File: config.mk
export PLATFORM = sky130hd
export DESIGN_NAME = inst_fetch
export DESIGN_NICKNAME = d
export VERILOG_FILES = /design/src/rtl/inst_fetch.sv
export SDC_FILE = /design/constraint.sdc
export NUM_CORES = 1
export LEC_CHECK = 0
export BUFFER_PORTS_ARGS = -buffer_cell sky130_fd_sc_hd__buf_2
export CORE_ASPECT_RATIO = 2
export CORE_MARGIN = 2
export CORE_UTILIZATION = 30
export DETAILED_ROUTE_END_ITERATION = 8
export HOLD_SLACK_MARGIN = 0.02
export SYNTH_ARGS = -nofsm -noshare
export SYNTH_HDL_FRONTEND = slang
export SYNTH_SLANG_ARGS = --single-unit
File: constraint.sdc
create_clock -name clk -period 7.1 [get_ports clk]
set_input_delay 0.355 -clock clk [delete_from_list [all_inputs] [get_ports clk]]
set_output_delay 0.355 -clock clk [all_outputs]
set_load 0.1 [all_outputs]
File: src/rtl/inst_fetch.sv
`default_nettype none
// ============================================================================
//  Module      : inst_fetch
//  Description : Instruction fetch stage feeding the decoder. Holds the fetch
//                PC, issues word reads to instruction memory with at most one
//                request outstanding, buffers returned {pc, instruction} pairs
//                in a small FIFO and presents the head entry to decode with a
//                valid/ready handshake. A redirect flushes the stage and
//                restarts fetch at the new address.
//  Revision    : 1.0 - initial release
// ----------------------------------------------------------------------------
//  Parameters
//    RESET_PC        fetch address after reset
//    DEPTH           fetch-buffer entries (2..4)
//  Ports
//    clk             clock, rising edge
//    rst             asynchronous reset, active-high
//    imem_req        read request to instruction memory
//    imem_addr       word address of the request
//    imem_gnt        memory accepts the request this cycle
//    imem_rvalid     read data valid
//    imem_rdata      instruction word from memory
//    redirect_valid  branch/jump taken: flush and restart fetch
//    redirect_pc     new fetch address (low two bits ignored)
//    inst_valid      inst_r/pc_r hold a valid instruction
//    inst_ready      decode consumes the head entry this cycle
//    inst_r          instruction to decoder (NOP when empty)
//    pc_r            PC of inst_r (0 when empty)
// ============================================================================
module inst_fetch #(
  parameter logic [31:0] RESET_PC = 32'h0000_0000,
  parameter int          DEPTH    = 2
) (
  input  logic        clk,
  input  logic        rst,
  output logic        imem_req,
  output logic [31:0] imem_addr,
  input  logic        imem_gnt,
  input  logic        imem_rvalid,
  input  logic [31:0] imem_rdata,
  input  logic        redirect_valid,
  input  logic [31:0] redirect_pc,
  output logic        inst_valid,
  input  logic        inst_ready,
  output logic [31:0] inst_r,
  output logic [31:0] pc_r
);

  localparam int          PW         = (DEPTH > 2) ? 2 : 1;
  localparam logic [1:0]  S_REQ      = 2'd0;
  localparam logic [1:0]  S_WAIT     = 2'd1;
  localparam logic [1:0]  S_DROP     = 2'd2;
  localparam logic [31:0] c_nop      = 32'h0000_0013;
  localparam logic [2:0]  c_depth    = 3'(DEPTH);
  localparam logic [PW-1:0] c_last_ptr = PW'(DEPTH - 1);

  logic [1:0]    state_q, state_d;
  logic [31:0]   fetch_pc_q, fetch_pc_d;
  logic [31:0]   inflight_pc_q;
  logic [2:0]    count_q, count_d;
  logic [PW-1:0] wr_ptr_q, rd_ptr_q;
  logic [31:0]   pc_mem_q   [DEPTH];
  logic [31:0]   inst_mem_q [DEPTH];

  logic grant;
  logic push;
  logic pop;

  // Only the word-aligned part of a redirect target is used.
  logic w_unused_redirect_bits;
  assign w_unused_redirect_bits = ^redirect_pc[1:0];

  // --------------------------------------------------------------------------
  // FSM: state register
  // --------------------------------------------------------------------------
  always_ff @(posedge clk or posedge rst) begin
    if (rst) begin
      state_q <= S_REQ;
    end else begin
      state_q <= state_d;
    end
  end

  // --------------------------------------------------------------------------
  // FSM: next-state logic
  // --------------------------------------------------------------------------
  always_comb begin
    state_d = state_q;
    case (state_q)
      S_REQ: begin
        // imem_req is already suppressed during a redirect, so no grant then.
        if (grant) state_d = S_WAIT;
      end
      S_WAIT: begin
        if (imem_rvalid)         state_d = S_REQ;
        else if (redirect_valid) state_d = S_DROP;
      end
      S_DROP: begin
        if (imem_rvalid) state_d = S_REQ;
      end
      default: state_d = S_REQ;
    endcase
  end

  // --------------------------------------------------------------------------
  // FSM: outputs
  // --------------------------------------------------------------------------
  always_comb begin
    imem_req = 1'b0;
    push     = 1'b0;
    case (state_q)
      S_REQ: begin
        // Buffer space for the response is reserved at request time using the
        // registered count only; a same-cycle pop does not open a slot early.
        // Gating with rst keeps the request low while reset is held.
        imem_req = (count_q < c_depth) & ~redirect_valid & ~rst;
      end
      S_WAIT: begin
        // A response arriving with a redirect belongs to the old path.
        push = imem_rvalid & ~redirect_valid;
      end
      default: ;
    endcase
  end

  assign grant     = imem_req & imem_gnt;
  assign imem_addr = fetch_pc_q;

  // --------------------------------------------------------------------------
  // Fetch PC and in-flight PC
  // --------------------------------------------------------------------------
  always_comb begin
    fetch_pc_d = fetch_pc_q;
    if (redirect_valid) begin
      fetch_pc_d = {redirect_pc[31:2], 2'b00};
    end else if (grant) begin
      fetch_pc_d = fetch_pc_q + 32'd4;  // wraps naturally at 2^32
    end
  end

  always_ff @(posedge clk or posedge rst) begin
    if (rst) begin
      fetch_pc_q    <= RESET_PC;
      inflight_pc_q <= 32'h0000_0000;
    end else begin
      fetch_pc_q <= fetch_pc_d;
      if (grant) begin
        inflight_pc_q <= fetch_pc_q;
      end
    end
  end

  // --------------------------------------------------------------------------
  // Fetch buffer
  // --------------------------------------------------------------------------
  assign inst_valid = (count_q != 3'd0);
  // Flush takes priority over a pop in the same cycle.
  assign pop        = inst_valid & inst_ready & ~redirect_valid;

  always_comb begin
    count_d = count_q;
    case ({push, pop})
      2'b10:   count_d = count_q + 3'd1;
      2'b01:   count_d = count_q - 3'd1;
      default: count_d = count_q;
    endcase
  end

  always_ff @(posedge clk or posedge rst) begin
    if (rst) begin
      wr_ptr_q <= '0;
      rd_ptr_q <= '0;
      count_q  <= 3'd0;
    end else if (redirect_valid) begin
      wr_ptr_q <= '0;
      rd_ptr_q <= '0;
      count_q  <= 3'd0;
    end else begin
      if (push) begin
        wr_ptr_q <= (wr_ptr_q == c_last_ptr) ? '0 : wr_ptr_q + 1'b1;
      end
      if (pop) begin
        rd_ptr_q <= (rd_ptr_q == c_last_ptr) ? '0 : rd_ptr_q + 1'b1;
      end
      count_q <= count_d;
    end
  end

  generate
    for (genvar g = 0; g < DEPTH; g++) begin : g_entry
      always_ff @(posedge clk or posedge rst) begin
        if (rst) begin
          pc_mem_q[g]   <= 32'h0000_0000;
          inst_mem_q[g] <= c_nop;
        end else if (push && (wr_ptr_q == PW'(g))) begin
          pc_mem_q[g]   <= inflight_pc_q;
          inst_mem_q[g] <= imem_rdata;
        end
      end
    end
  endgenerate

  assign inst_r = inst_valid ? inst_mem_q[rd_ptr_q] : c_nop;
  assign pc_r   = inst_valid ? pc_mem_q[rd_ptr_q]   : 32'h0000_0000;

endmodule
`default_nettype wire

# [After elaboration in Yosys (flattened, before gate mapping)]
# Index checks and enable logic that the tools add are counted.
[totals] ff_bits=199 in_bits=70 out_inout_bits=98 word_cells=68
[classes] addsub=5 magnitude_cmp=2 eq_ne=7 muxes=25 bitwise_logic=10 n_reduce_logical=9
[op_table] operator="$mux 32" n=10
[op_table] operator="$add 32x3->32 const B" n=1
[op_table] operator="$mux 1" n=8
[op_table] operator="$mux 2" n=4
[op_table] operator="$and 1x1->1" n=6
[op_table] operator="$pmux 2 s3" n=1
[op_table] operator="$pmux 3 s2" n=1
[op_table] operator="$reduce_bool 2->1" n=3
[op_table] operator="$reduce_bool 3->1" n=2
[op_table] operator="$eq 2x1->1 const B" n=2
[op_table] operator="$eq 2x2->1 const B" n=2
[op_table] operator="$ne 2x2->1 const B" n=2
[op_table] operator="$add 3x1->3 const B" n=1
[op_table] operator="$lt 3x2->1 const B" n=1
[op_table] operator="$mux 3" n=1
[op_table] operator="$ne 3x3->1 const B" n=1
[op_table] operator="$not 1->1" n=3
[op_table] operator="$reduce_and 3->1" n=1
[op_table] operator="$sub 3x1->3 const B" n=1
[op_table] operator="$add 1x1->1 const B" n=2
[op_table] operator="$ge 2x2->1 const B" n=1
[op_table] operator="$logic_and 1x1->1" n=2
[op_table] operator="$logic_not 2->1" n=1
[op_table] operator="$not 1->2" n=1

# [Longest topological paths before layout]
# Gate-level depths: netlist of run 1.
[logic_depth] ltp_word=7 depth_mapped=8 depth_no_buf=8

# [Worst setup path before layout of run 1]
# Ideal clock, no wire load.
[synth_path] path_kind="in2out" start="input port redirect_valid" end="output port imem_req" arrival_ns=3.054 required_ns=6.745 slack_ns=3.691 path_stages=3 n_path_buf=1 path_cell_list="buf_6 > nor4_4 > nor3b_1"
[synth_via] elab_chain_len=4
[synth_lines] item="from (decl)" line="41" rtl="input logic redirect_valid,"
[synth_lines] item="$not 1->1" line="116" rtl="imem_req = (count_q < c_depth) & ~redirect_valid & ~rst;"
[synth_lines] item="$and 1x1->1 (2 in series)" line="116"
[synth_lines] item="$mux 1" line="111" rtl="case (state_q)"
[synth_lines] item="to (decl)" line="36" rtl="output logic imem_req,"
# No other way between the ends.

# [Worst setup path after layout of run 1]
[layout_path] start="register rd_ptr_q" end="output port pc_r[10]"
[layout_via] elab_chain_len=5
[layout_lines] item="from (decl)" line="61" rtl="logic [PW-1:0] wr_ptr_q, rd_ptr_q;"
[layout_lines] item="from (signal assigned)" line="183" rtl="rd_ptr_q <= (rd_ptr_q == c_last_ptr) ? '0 : rd_ptr_q + 1'b1;"
[layout_lines] item="$not 1->2 (not written as such)" line="204" rtl="assign pc_r = inst_valid ? pc_mem_q[rd_ptr_q] : 32'h0000_0000;"
[layout_lines] item="$mux 32 (not written as such) (3 in series)" line="204"
[layout_lines] item="$mux 32" line="204"
[layout_lines] item="to (decl)" line="46" rtl="output logic [31:0] pc_r"
# No other way between the ends. The select of a mux whose other input is x is not followed.

==> results_dict.tcl, run 1 <==
set metrics [dict create \
    worstHoldPathType "input pin to flip-flop" \
    vias 6401 \
    busiest_layer "met2" \
    synth_compound_area_share_pct 4.53 \
    root_buffer "clkbuf_16" \
    outcome "finished, final reports clean" \
    path_clk_slew_ns 0.07 \
    start_util_pct 30.4 \
    final_cell_mix "dfrtp_1 (184), buf_2 (161), nand2_1 (126)" \
    first_pass_iters 4 \
    synth_top_family_by_area "multiplexers" \
    yosysTopAreaCell "dfrtp_1" \
    finalHoldViolCount 0 \
    reg2reg_slack_ns 4.06 \
    drive_gt1_share_pct 36.0 \
    clockBufferDepth 2 \
    reg2reg_from "state_q[0]$_DFFE_PP0P_" \
    worst_hold_path.endpoint "state_q[1]$_DFFE_PP0P_" \
    yosys_warnings 0 \
    fin_worst_hold_slack_ns 0.0898 \
    cts_hold_buf 0 \
    r2r_cells 6 \
    ios 168 \
    cts.repair.resized 0 \
    drv_cap 0 \
    grtUsageMet3_pct 2.73 \
    use_met1_pct 17.7 \
    worstPathArrival_ns 2.88 \
    fmax_ghz 0.309 \
    gp_congestion 0.767 \
    synth_mux_area_share_pct 23.0 \
    fin_crit_ns 3.24 \
    setup_viol 0 \
    synth_flop_cell "dfrtp_1" \
    portBuffers 161 \
    ir_drop_uv 284 \
    maxSlewViolCount 0 \
    grt_pass1_wl_um 36700 \
    rows 89 \
    drt-initial-drc-count 312 \
    die_y_um 249 \
    track_usage_pct 15.0 \
    met2_usage_pct 26.1 \
    clock_sinks 191 \
    route.detailed.drc 0 \
    syn_inst 793 \
    dieArea_um2 31400 \
    die_x_um 126 \
    p_per_area_nw_per_um2 445 \
    min_path_cells 2 \
    clk-insertion-delay-late_ns 0.44 \
    async_flop_share_pct 100 \
    synth_area_leaders "dfrtp_1 (52%), mux2_2 (15%), mux2i_1 (7.5%)" \
    yosysTopAreaCellShare_pct 51.6 \
    grt-ovfl-total 0 \
    end_kind "primary output" \
    cts_tree "done" \
    h-tree-depth 4 \
    worstHoldStart "imem_rvalid" \
    layout_commonest_cell "dfrtp_1" \
    ys_types 51 \
    timing.final.crit_share_pct 45.6 \
    vias_per_cell 4.90 \
    cts_setup_buffers 0 \
    synth.avg_cell_area_um2 11.3 \
    area_growth_pct 18.6 \
    nets 1000 \
    critPathRequiredTime_ns 6.74 \
    dp_hpwl_um 15200 \
    yosys.area_share.adder_pct 0.363 \
    setup.worst_path.start "rd_ptr_q$_DFFE_PP0P_" \
    critical_path.max_fanout 36 \
    drt_wl_total_um 23000 \
    ys_seq_area_share_pct 53.4 \
    r2r-end "pc_mem_q[57]$_DFFE_PP0P_" \
    synth_enable_flop_cells 0 \
    leakage_nw 5.07 \
    grt_pass1_vias 6555 \
    fin_worst_skew_ns 0.00534 \
    rsz0062_at_grt "no" \
    synthXorXnorAreaFrac_pct 0.488 \
    yosys.area_share.simple_pct 14.4 \
    core_um2 29500 \
    relSlewSlack_pct 29.9 \
    grt_max_degree 124 \
    tightest_slew_ns 1.05 \
    tns_ns 0 \
    start_kind "flip-flop" \
    synthesis.area_um2 8970 \
    path_class "flip-flop to primary output" \
    antenna_found_initial 1 \
    cts_made_buffers 17 \
    synth.ff_latch_count 191 \
    ant_nets 0 \
    wire_per_inst_um 17.6 \
]
where the power goes:
| part | internal [mW] | switching, mW |
|---|---|---|
| clock | 0.611 | 0.432 |
| combinational | 0.478 | 1.59 |
| sequential | 1.39 | 0.235 |
registers in the layout, indices dropped and copies added (netlist names):
register       count
inst_mem_q        64
pc_mem_q          60
rd_ptr_q           1
state_q            2
count_q            3
imem_addr         30
inflight_pc_q     30
wr_ptr_q           1
worst max-delay path by stage:
stage                                       to  depth (start not counted)  slack, ns
finish                                pc_r[10]                          4       3.86
global route                          pc_r[10]                          4       3.73
CTS                                   pc_r[10]                          4       3.75
detailed placement    pc_mem_q[57]$_DFFE_PP0P_                          7       3.65
global placement    inst_mem_q[59]$_DFFE_PP0P_                          7       3.69
floorplan               count_q[0]$_DFFE_PP0P_                          1       1.56
routing by layer:
metal	vias up	wire length [um]
met5	-	0
met4	0	819
met3	30	694
met1	3186	9430
li1	3029	-
met2	156	12000
through the flow:
| stage | power [mW] | setup slack, ns | area (um2) | util [%] | cells |
|---|---|---|---|---|---|
| detailed placement | 3.75 | 3.65 | 10000 | 33.9 | 1273 |
| global route | 4.97 | 3.73 | 10600 | 36.1 | 1306 |
| CTS | 4.81 | 3.75 | 10600 | 36.1 | 1305 |
| floorplan | 3.34 | 1.56 | 8980 | - | 796 |
| finish | 4.74 | 3.86 | 10600 | 36.1 | 1306 |
| global placement | 3.71 | 3.69 | 10000 | 33.9 | 1273 |
cell families (layout without fill, tap and decap cells):
kind of cell	after synthesis	in the layout
AO/OA/AOI/OAI	61	61
XOR/XNOR	5	5
adder cells (fa/ha/maj)	2	2
buffers and inverters	59	204
flip-flops	191	191
multiplexers	191	191
other	1	5
AND/OR/NAND/NOR	283	283
critical path, cell delays in order, from the launching register on:
cell and delay [ns]:
dfrtp_4 0.76, buf_4 0.65, mux2i_1 0.15, nor2_1 0.36
buf_2 0.51
final cells by class:
| type | count | area (um2) |
|---|---|---|
| Clock buffer | 20 | 457 |
| Timing Repair Buffer | 167 | 851 |
| Tap cell | 364 | 455 |
| Antenna cell | 1 | 2.50 |
| Inverter | 5 | 26.3 |
| Fill cell | 2973 | 18900 |
| Multi-Input combinational cell | 546 | 3880 |
| Clock inverter | 12 | 179 |
| Sequential cell | 191 | 4790 |
cell usage after synthesis, drive strengths merged (3+ instances only):
| master | number |
|---|---|
| a21oi | 7 |
| buf | 37 |
| nor2 | 77 |
| or3 | 6 |
| dfrtp | 185 |
| and2 | 6 |
| inv | 5 |
| mux2 | 124 |
| and4 | 5 |
| nand4 | 15 |
| nand2 | 127 |
| mux2i | 67 |
| xnor2 | 3 |
| nand3 | 23 |
| o311ai | 8 |
| nor3 | 5 |
| o211ai | 13 |
| o21ai | 17 |
| dfstp | 6 |
| and3 | 6 |
| a31oi | 4 |
| a22oi | 6 |
| nor3b | 4 |
| clkbuf | 17 |
(Power assumes the default switching activity.)
==> run 2, diff against run 1 <==
clock period = 3.3 ns   (was 7.1 ns; I/O delays follow)
==> run 2 against run 1 <==
Compared with the run above:
- register-to-register slack got worse by 3.1 ns
- worst setup slack got worse by 3.1 ns
- critical path depth unchanged
- combinational power increased by 120%
- total power increased by 110%
- critical endpoint is now inst_r[8]
- largest cell class unchanged
==> results_dict.tcl, run 2 (synthesis results as in run 1) <==
set metrics [dict create \
    outcome "finished, final reports clean" \
    h-tree-depth 4 \
    min_path_cells 3 \
    vias 6695 \
    largest_register "inst_mem_q" \
    largest_reg_flops 64 \
    fin_worst_skew_ns 0.00645 \
    reg2reg_from "imem_addr[2]$_DFFE_PP0P_" \
    cts.repair.resized 0 \
    tightest_slew_ns 0.850 \
    area_growth_pct 26.4 \
    n_antenna_cell 0 \
    fin_crit_ns 2.54 \
    ant_nets 0 \
    ios 168 \
    finalHoldViolCount 0 \
    critPathRequiredTime_ns 3.13 \
    cts_setup_buffers 0 \
    fin_area_um2 11300 \
    end_kind "primary output" \
    wire_per_inst_um 16.7 \
    rsz0062_at_grt "no" \
    vias_per_cell 4.86 \
    portBuffers 161 \
    fmax_ghz 0.393 \
    worstHoldPathType "input pin to flip-flop" \
    drt_wl_total_um 23000 \
    root_buffer "clkbuf_16" \
    drt-initial-drc-count 268 \
    clockBufferDepth 2 \
    rows 89 \
    start_util_pct 30.4 \
    placed_cell_area_um2 10100 \
    maxSlewViolCount 0 \
    core_um2 29500 \
    dieArea_um2 31400 \
    gp_congestion 0.785 \
    path_class "flip-flop to primary output" \
    track_usage_pct 14.9 \
    antenna_found_initial 0 \
    setup.worst_path.start "rd_ptr_q$_DFFE_PP0P_" \
    reg_top3 "inst_mem_q (64), pc_mem_q (60)" \
    clk-insertion-delay-late_ns 0.44 \
    start_kind "flip-flop" \
    die_y_um 249 \
    cts_hold_buf 63 \
    worstHoldStart "redirect_pc[21]" \
    fin_ws_ns 0.757 \
    reg2reg_slack_ns 0.95 \
    cts_made_buffers 17 \
    first_pass_iters 4 \
    path_clk_slew_ns 0.07 \
    tns_ns 0 \
    grt_max_degree 70 \
    worstPathArrival_ns 2.38 \
    drv_cap 0 \
    setup_viol 0 \
    clock_sinks 191 \
    route.detailed.drc 0 \
    critical_path.max_fanout 36 \
    fin_worst_hold_slack_ns 0.0588 \
    relSlewSlack_pct 43.2 \
    r2r_cells 6 \
    nets 1073 \
    die_x_um 126 \
    p_per_area_nw_per_um2 892 \
    grt_pass1_vias 6980 \
    layout_commonest_cell "dfrtp_1" \
    drive_gt1_share_pct 34.4 \
    ir_drop_uv 573 \
    grt-ovfl-total 0 \
    final_cell_mix "dfrtp_1 (184), buf_2 (161), nand2_1 (126)" \
    dp_slack_ns 0.946 \
    leakage_nw 5.37 \
    cts_tree "done" \
    grt_pass1_wl_um 37100 \
    dp_hpwl_um 15600 \
    timing.final.crit_share_pct 77.1 \
]
-- run 2: worst max-delay path, stage by stage, from the launching register on --
cell and delay, ns:
dfrtp_4 0.88, buf_12 0.32, mux2i_1 0.11, nor2_1 0.14, buf_2 0.45
-- run 2: worst paths after layout --
path | to
max | inst_r[8]
min | imem_addr[21]$_DFFE_PP0P_
max reg2reg | imem_addr[24]$_DFFE_PP0P_
min reg2reg | inflight_pc_q[13]$_DFFE_PP0P_
max in group asynchronous | imem_addr[22]$_DFFE_PP0P_
min in group asynchronous | pc_mem_q[38]$_DFFE_PP0P_
-- run 2: through the flow --
| stage | util [%] | total power [mW] | std cells |
|---|---|---|---|
| 3_3_place_gp | 34.3 | 8.01 | 1283 |
| 4_1_cts | 38.4 | 10.3 | 1378 |
| 5_1_grt | 38.4 | 10.6 | 1378 |
| 6_report | 38.4 | 10.1 | 1378 |
| 2_1_floorplan | - | 7.18 | 796 |
| 3_5_place_dp | 34.3 | 8.08 | 1283 |
-- run 2: cell type report --
cell class | instances | area, um2
Fill cell | 2895 | 18200
Clock inverter | 12 | 131
Clock buffer | 20 | 467
Inverter | 5 | 22.5
Timing Repair Buffer | 240 | 1590
Multi-Input combinational cell | 546 | 3880
Tap cell | 364 | 455
Sequential cell | 191 | 4790
-- run 2: layer usage --
layer	up-vias	share of wire, %	GRT usage (%)
met1	3324	40	16.9
met3	36	3.0	2.37
met4	0	3.2	6.66
met2	165	54	27.2
li1	3170	-	-
met5	-	0	0
-- run 2: power breakdown --
group          internal, mW  total, mW  leakage, nW  switching, mW
clock network          1.18       2.07        0.285          0.897
registers              2.99       3.52         2.47          0.524
logic                  1.10       4.52         2.62           3.42
total                  5.27       10.1         5.37           4.84
